==> config.mk <==
export PLATFORM = sky130hd
export DESIGN_NAME = mux_sel_arbiter_2ch
export DESIGN_NICKNAME = d
export VERILOG_FILES = /design/src/rtl/mux_sel_arbiter_2ch_pkg.sv /design/src/rtl/mux_sel_arbiter_2ch_sat_counter.sv /design/src/rtl/mux_sel_arbiter_2ch.sv
export SDC_FILE = /design/constraint.sdc
export NUM_CORES = 1
export LEC_CHECK = 0
export ABC_AREA = 1
export ABC_CLOCK_PERIOD_IN_PS = 1600
export CAP_MARGIN = 10
export CORE_ASPECT_RATIO = 1.1
export CORE_UTILIZATION = 47
export DETAILED_ROUTE_END_ITERATION = 16
export MAX_ROUTING_LAYER = met4
export PLACE_DENSITY = 0.79
export SKIP_CTS_REPAIR_TIMING = 1
export SLEW_MARGIN = 20
export SYNTH_ARGS = -nofsm -noshare
export SYNTH_HDL_FRONTEND = slang
export SYNTH_SLANG_ARGS = --single-unit
==> constraint.sdc <==
create_clock -name clk -period 1.6 [get_ports clk]
set_input_delay 0.32 -clock clk [delete_from_list [all_inputs] [get_ports clk]]
set_output_delay 0.32 -clock clk [all_outputs]
set_load 0.005 [all_outputs]
==> src/rtl/mux_sel_arbiter_2ch_pkg.sv <==
// rtl/mux_sel_arbiter_2ch_pkg.sv - shared encodings for the 2-channel mux select arbiter
//
// Holds the FSM state encoding, the mux select encoding (also used by anything
// driving the mux en pin) and the round-robin grant helper.
package mux_sel_arbiter_2ch_pkg;

  localparam logic ST_EMPTY = 1'b0;
  localparam logic ST_FULL  = 1'b1;

  // mux en convention: 0 selects operand a, 1 selects operand b
  localparam logic SEL_A = 1'b0;
  localparam logic SEL_B = 1'b1;

  typedef enum logic {
    S_EMPTY = ST_EMPTY,
    S_FULL  = ST_FULL
  } state_t;

  // Returns {grant_b, grant_a}. prio names the channel that wins a tie.
  // A lone requester always wins, regardless of prio.
  function automatic logic [1:0] rr_grant(input logic a_valid,
                                          input logic b_valid,
                                          input logic prio);
    logic ga;
    logic gb;
    ga = a_valid & (~b_valid | (prio == SEL_A));
    gb = b_valid & (~a_valid | (prio == SEL_B));
    return {gb, ga};
  endfunction

endpackage

==> src/rtl/mux_sel_arbiter_2ch_sat_counter.sv <==
// rtl/mux_sel_arbiter_2ch_sat_counter.sv - saturating up-counter used for per-channel grant counts
//
// Ports:
//   clk    in   1      rising-edge clock
//   rst_n  in   1      asynchronous active-low reset, clears count
//   inc    in   1      add one this cycle unless already at all-ones
//   count  out  WIDTH  current count; sticks at 2**WIDTH-1
module sat_counter #(
  parameter int WIDTH = 8
) (
  input  logic             clk,
  input  logic             rst_n,
  input  logic             inc,
  output logic [WIDTH-1:0] count
);

  always_ff @(posedge clk or negedge rst_n) begin
    if (!rst_n) begin
      count <= '0;
    end else if (inc && (count != {WIDTH{1'b1}})) begin
      count <= count + WIDTH'(1);
    end
  end

endmodule

==> src/rtl/mux_sel_arbiter_2ch.sv <==
// rtl/mux_sel_arbiter_2ch.sv - round-robin 2-channel arbiter feeding a 4-bit 2:1 mux
//
// Ports:
//   clk        in   1      rising-edge clock
//   rst_n      in   1      asynchronous active-low reset
//   a_data     in   WIDTH  channel A word
//   a_valid    in   1      channel A word present
//   a_ready    out  1      channel A accepted this cycle (combinational)
//   b_data     in   WIDTH  channel B word
//   b_valid    in   1      channel B word present
//   b_ready    out  1      channel B accepted this cycle (combinational)
//   mux_a      out  WIDTH  registered operand for mux input a
//   mux_b      out  WIDTH  registered operand for mux input b
//   mux_sel    out  1      registered mux select (0=A, 1=B)
//   out_valid  out  1      mux output holds a granted word
//   out_ready  in   1      downstream consumes the mux output this cycle
//   cnt_a      out  CNT_W  saturating count of A grants
//   cnt_b      out  CNT_W  saturating count of B grants
module mux_sel_arbiter_2ch
  import mux_sel_arbiter_2ch_pkg::*;
#(
  parameter int WIDTH = 4,
  parameter int CNT_W = 8
) (
  input  logic             clk,
  input  logic             rst_n,
  input  logic [WIDTH-1:0] a_data,
  input  logic             a_valid,
  output logic             a_ready,
  input  logic [WIDTH-1:0] b_data,
  input  logic             b_valid,
  output logic             b_ready,
  output logic [WIDTH-1:0] mux_a,
  output logic [WIDTH-1:0] mux_b,
  output logic             mux_sel,
  output logic             out_valid,
  input  logic             out_ready,
  output logic [CNT_W-1:0] cnt_a,
  output logic [CNT_W-1:0] cnt_b
);

  state_t     state;
  logic       prio;
  logic       load;
  logic [1:0] grant;

  // The holding register may take a new word when empty, or when the word it
  // holds leaves this cycle.
  assign load  = (state == S_EMPTY) | out_ready;
  assign grant = rr_grant(a_valid, b_valid, prio);

  // Readies are gated by rst_n so nothing handshakes while reset is held.
  assign a_ready = rst_n & load & grant[0];
  assign b_ready = rst_n & load & grant[1];

  assign out_valid = (state == S_FULL);

  always_ff @(posedge clk or negedge rst_n) begin
    if (!rst_n) begin
      state   <= S_EMPTY;
      mux_a   <= '0;
      mux_b   <= '0;
      mux_sel <= SEL_A;
      prio    <= SEL_A;
    end else if (load) begin
      if (grant[0]) begin
        mux_a   <= a_data;
        mux_sel <= SEL_A;
        prio    <= SEL_B;
        state   <= S_FULL;
      end else if (grant[1]) begin
        mux_b   <= b_data;
        mux_sel <= SEL_B;
        prio    <= SEL_A;
        state   <= S_FULL;
      end else begin
        // Held word consumed (or nothing held) and no requester: go idle.
        // prio is untouched so the next contention still honours it.
        state <= S_EMPTY;
      end
    end
  end

  sat_counter #(.WIDTH(CNT_W)) u_cnt_a (
    .clk   (clk),
    .rst_n (rst_n),
    .inc   (a_ready),
    .count (cnt_a)
  );

  sat_counter #(.WIDTH(CNT_W)) u_cnt_b (
    .clk   (clk),
    .rst_n (rst_n),
    .inc   (b_ready),
    .count (cnt_b)
  );

endmodule
==> impl_metrics.ini, run 1 <==
[status]
run_status = finished, final reports clean

[final_layout]
drive_gt1_frac = 0.2190
fin_cells = 307
finish.utilization = 0.7750
diodes = 0
areaGrowthSynthToFinish_pct = 51.15
nNetsFinal = 290

[cts]
clkLatencyLatePin_ns = 0.33
cts_tree = yes
clock_sinks = 27
cts_htree_levels = 1
root_buffer = clkbuf_4
numCtsBuffers = 3
clk_pin_slew_ns = 0.15
cts_buffer_depth = 2

[yosys]
syn_area_mm2 = 0.001463
synth_cells = 200
synth_top_area_cell = dfrtp_1
ys_top_cells_by_area = dfrtp_1 46%, nand2_1 25%, inv_1 5.6%
ys_seq_elements = 27
synth_cell_type_count = 20
netlist.area_leader.share = 0.4619
synth_fp_nets = 215
avgSynthCellArea_um2 = 7.313
yosys_warnings = 0
yosysSeqAreaShare = 0.4619

[sta]
min_period_over_period = 0.9873
timing.final.ws_setup_ns = 0.02035
rsz0062_at_grt = true
maxSlewViolCount = 0
fin_worst_skew_ns = 0.01175
slew_headroom = 0.7777
min_period_ns = 1.580
final-hold-violation-count = 0
setup_viol = 0
timing.fmax_mhz = 633.1
worstMarginPinSlew_ns = 0.3335
fin_tns_setup_ns = 0

[placed_design]
gp_congestion = 0.7372
port_buffers = 40
dpl.cell_count = 283
place_hpwl_mm = 2.229
place_ws_ns = -0.3697

[die]
start_util = 0.5127
ioPinCount = 41
fp.dieW_um = 55.19
fp.dieH_um = 60.51
die-area_mm2 = 0.003340
placementRows = 20
core_mm2 = 0.002853

[setup_path]
cpMaxStageDelayCell = clkdlybuf4s50_1
critPathKind = in2out
crit_family = buffers and inverters
path_cells = clkdlybuf4s50_1, inv_1, o21ai_4, nor2_4, dlymetal6s2s_1
start_kind = input port
critPathMaxFanout = 3
arrival_ns = 1.26
end_kind = output pin
cp_num_buf_inv = 3
cp.required_ns = 1.28
cp_slowest_stage_delay_ns = 0.49

[global_routing]
grt_pass1_wl_mm = 4.726
grt_util_all_layers = 0.2019
grt_max_degree = 28
grt_pass1_vias = 1132
antenna_found_initial = 0
grt.overflow.total = 0

[drt]
drtIter0Drc = 26
vias_per_cell = 4.691
drt_pre_antenna_iters = 4
wl_met1_mm = 1.554
drc = 0
routedWlPerCell_um = 10.71
dr_wl_met3_um = 143
wl_mm = 3.287
antenna_left = 0
route.vias.total = 1440
routed-wl-met2_mm = 1.559
dr.max_layer_used = met4

[flow_run]
cap_violations = 0

[power_and_ir_drop]
pwr_density_cell_mw_per_mm2 = 982.1
p_total_mw = 2.171
ir_drop_v = 0.0009405
power.leakage_nw = 1.304

[min_path]
hold_class = in2reg
[state kept, by name, indices dropped and copies added (netlist names)]
signal         count
u_cnt_a.count      8
u_cnt_b.count      8
mux_a              4
mux_b              4
mux_sel            1
out_valid          1
prio               1
[synth_stat cells, drive strengths merged]
library cell  instances
a21oi                 1
dfrtp                27
ha                    2
inv                  23
nand2               105
nand3                12
nand3b                1
nand4                 2
nor2                 17
o21ai                 7
xnor2                 1
xor2                  2
[cell usage in the layout (no fill, tap or decap)]
master / synthesis / layout
nand2_1: 99 / 98
buf_4: 0 / 30
clkdlybuf4s50_1: 0 / 26
inv_1: 22 / 22
dfrtp_1: 27 / 18
dlymetal6s2s_1: 0 / 13
nor2_1: 11 / 11
nand3_1: 11 / 11
dfrtp_2: 0 / 9
o21ai_0: 5 / 5
nand2_4: 3 / 4
nand2_2: 3 / 3
nor2_4: 3 / 3
nor2_2: 3 / 3
clkbuf_4: 0 / 3
xor2_1: 2 / 2
nand4_1: 2 / 2
ha_1: 2 / 2
o21ai_4: 0 / 1
nand3_2: 1 / 1
nand3b_1: 1 / 1
inv_4: 1 / 1
a21oi_1: 1 / 1
xnor2_1: 1 / 1
o21ai_1: 1 / 1
clkinv_2: 0 / 1
clkbuf_2: 0 / 1
[tightest hold or removal path, delay by kind of cell]
kind	cells	cell delay (ns)
buf+inv	2	0.25
simple gates	1	0.08
[report_power, final]
group          total, mW  switching [mW]  internal [mW]
Sequential         0.950           0.116          0.834
Combinational      0.929           0.386          0.542
Clock              0.293           0.199         0.0937
Total               2.17           0.701           1.47
[area by class of cell]
class	count	area [µm²]
Sequential cell	27	686.9
Clock inverter	1	5.005
Fill cell	212	641.9
Multi-Input combinational cell	150	713.2
Tap cell	33	41.29
Timing Repair Buffer	70	653.1
Inverter	23	88.84
Clock buffer	3	22.52
[per-layer routing]
layer  up-vias  global-route usage
met2        33              0.3253
met5         -                   -
met1       643              0.2637
li1        760                   -
met4         0             0.06429
met3         4             0.02256
[kinds of logic (layout without fill, tap and decap cells)]
group,Yosys count,count (layout),synth area share
AOI/OAI and AO/OA,8,8,0.02993
xor gates and xnor gates,3,3,0.01797
adders and majority gates,2,2,0.01711
buffers and inverters,23,97,0.06074
DFF,27,27,0.4619
and+or+nand+nor,137,137,0.4123
[per-stage QoR]
| step | hold WS, ns | area (µm²) |
|---|---|---|
| after floorplan | 0.02441 | 1463 |
| after global placement | 0.4540 | 1979 |
| after detailed placement | 0.4620 | 1979 |
| after CTS | 0.4386 | 2007 |
| after global routing | 0.3507 | 2211 |
| final | 0.3424 | 2211 |
[final timing paths]
check | to | from | cells past startpoint | slack, ns
setup / recovery | b_ready | a_valid | 5 | 0.02
hold / removal | out_valid | b_valid | 3 | 0.34
setup reg to reg | u_cnt_a.count[7] | u_cnt_a.count[1] | 9 | 0.11
hold reg to reg | mux_sel | mux_sel | 2 | 0.49
max in group asynchronous | u_cnt_a.count[0] | rst_n | 2 | 0.86
min in group asynchronous | out_valid | rst_n | 2 | 0.47
No activity file was read; power rests on OpenSTA's default activity.
==> run 2: changes to the inputs <==
--- a/config.mk
+++ b/config.mk
@@ -9,10 +9,12 @@
 export ABC_CLOCK_PERIOD_IN_PS = 1600
 export CAP_MARGIN = 10
 export CORE_ASPECT_RATIO = 1.1
+export CORE_MARGIN = 2
 export CORE_UTILIZATION = 47
 export DETAILED_ROUTE_END_ITERATION = 16
 export MAX_ROUTING_LAYER = met4
 export PLACE_DENSITY = 0.79
+export SETUP_SLACK_MARGIN = 0.4
 export SKIP_CTS_REPAIR_TIMING = 1
 export SLEW_MARGIN = 20
 export SYNTH_ARGS = -nofsm -noshare
==> impl_metrics.ini, run 2 (synthesis gave the netlist of run 1 again) <==
[status]
run_status = finished, final reports clean

[setup_path]
critPathMaxFanout = 3
critPathKind = in2out
arrival_ns = 1.21
end_kind = output pin
cp.required_ns = 1.28
start_kind = input port

[sta]
rsz0062_at_grt = true
setup_viol = 0
min_period_over_period = 0.9539
maxSlewViolCount = 0
worstMarginPinSlew_ns = 0.3497
slew_headroom = 0.7669
hold_slack_ns = 0.3311
final-hold-violation-count = 0
timing.final.ws_setup_ns = 0.07375
min_period_ns = 1.526
timing.fmax_mhz = 655.2
fin_worst_skew_ns = 0.008665

[drt]
routed-wl-met2_mm = 2.263
dr.max_layer_used = met4
drtIter0Drc = 65
wl_met1_mm = 1.646
dr_wl_met3_um = 167
wl_mm = 4.202
drc = 0
drt_pre_antenna_iters = 4
vias_per_cell = 4.994
antenna_left = 0
route.vias.total = 1598
routedWlPerCell_um = 13.13

[global_routing]
grt_pass1_wl_mm = 5.589
grt_max_degree = 28
grt.overflow.total = 0
grt_util_all_layers = 0.1970
antenna_found_initial = 0
grt_pass1_vias = 1330

[placed_design]
place_ws_ns = -0.3884
gp_congestion = 0.8001
dpl.cell_count = 282
port_buffers = 40
place_hpwl_mm = 2.253

[power_and_ir_drop]
pwr_density_cell_mw_per_mm2 = 1056
power.leakage_nw = 1.317
ir_drop_v = 0.0009678

[final_layout]
nNetsFinal = 302
top_regs = u_cnt_a.count x8, u_cnt_b.count x8
drive_gt1_frac = 0.4615
diodes = 0
finish.utilization = 0.7895
fin_cells = 320
final_common_cell = nand2_1
layout_common_cells = 73 x nand2_1, 30 x buf_4, 26 x nand2_2
areaGrowthSynthToFinish_pct = 61.68

[cts]
clock_sinks = 27
cts_buffer_depth = 2
cts_tree = yes
clkLatencyLatePin_ns = 0.34
cts_htree_levels = 1
numCtsBuffers = 3
root_buffer = clkbuf_4
clk_pin_slew_ns = 0.13

[die]
ioPinCount = 41
fp.dieH_um = 62.51
core_mm2 = 0.002995
fp.dieW_um = 57.19
die-area_mm2 = 0.003575
placementRows = 21
start_util = 0.4883

[min_path]
hold_class = in2reg

[flow_run]
cap_violations = 0
## run 2: changes by cell type in the layout (fill, tap and decap cells not counted), moves of 7 or more
cell             previous run  this run
dlymetal6s2s_1             13         6
clkbuf_2                    1        25
clkdlybuf4s50_1            26         9
buf_6                       0        11
nand2_2                     3        26
nand2_1                    98        73
## run 2: critical path, stage by stage
cell	delay, ns
clkdlybuf4s50_1	0.56
nand2_4	0.09
nor2_4	0.10
dlymetal6s2s_1	0.13
## run 2: layout make-up
type	count	area [µm²]
fillers	218	630.6
repair buffers	81	639.4
multi-input cells	151	873.3
inverters	23	96.34
well taps	34	42.54
clock buffers	4	26.28
flip-flops and latches	27	686.9
## run 2: final timing paths
| kind | end | depth (start not counted) | startpoint | slack, ns |
|---|---|---|---|---|
| setup reg to reg | u_cnt_a.count[6] | 9 | u_cnt_a.count[0] | 0.27 |
| min in group asynchronous | u_cnt_a.count[4] | 2 | rst_n | 0.48 |
| setup / recovery | b_ready | 4 | rst_n | 0.07 |
| hold reg to reg | mux_sel | 2 | mux_sel | 0.49 |
| hold / removal | out_valid | 3 | b_valid | 0.33 |
| max in group asynchronous | u_cnt_b.count[6] | 2 | rst_n | 0.83 |
## run 2: stage by stage
step	area [µm²]	TNS [ns]	total power, mW
floorplan	1473	0	1.302
global placement	1976	-0.8973	1.702
detailed placement	1976	-1.604	1.723
CTS	2002	-1.532	2.023
global route	2365	0	2.663
finish	2365	0	2.498
## run 2: power breakdown
part           leakage [nW]  switching [mW]  internal [mW]
logic                 0.970           0.556          0.674
registers             0.333           0.131          0.836
clock network        0.0150           0.202         0.0981
## run 2: per-layer routing
metal  track usage  vias to the layer above
li1              -                      786
met1        0.2537                      754
met2        0.3233                       47
met3       0.01242                       11
met4       0.07849                        0
met5             -                        -
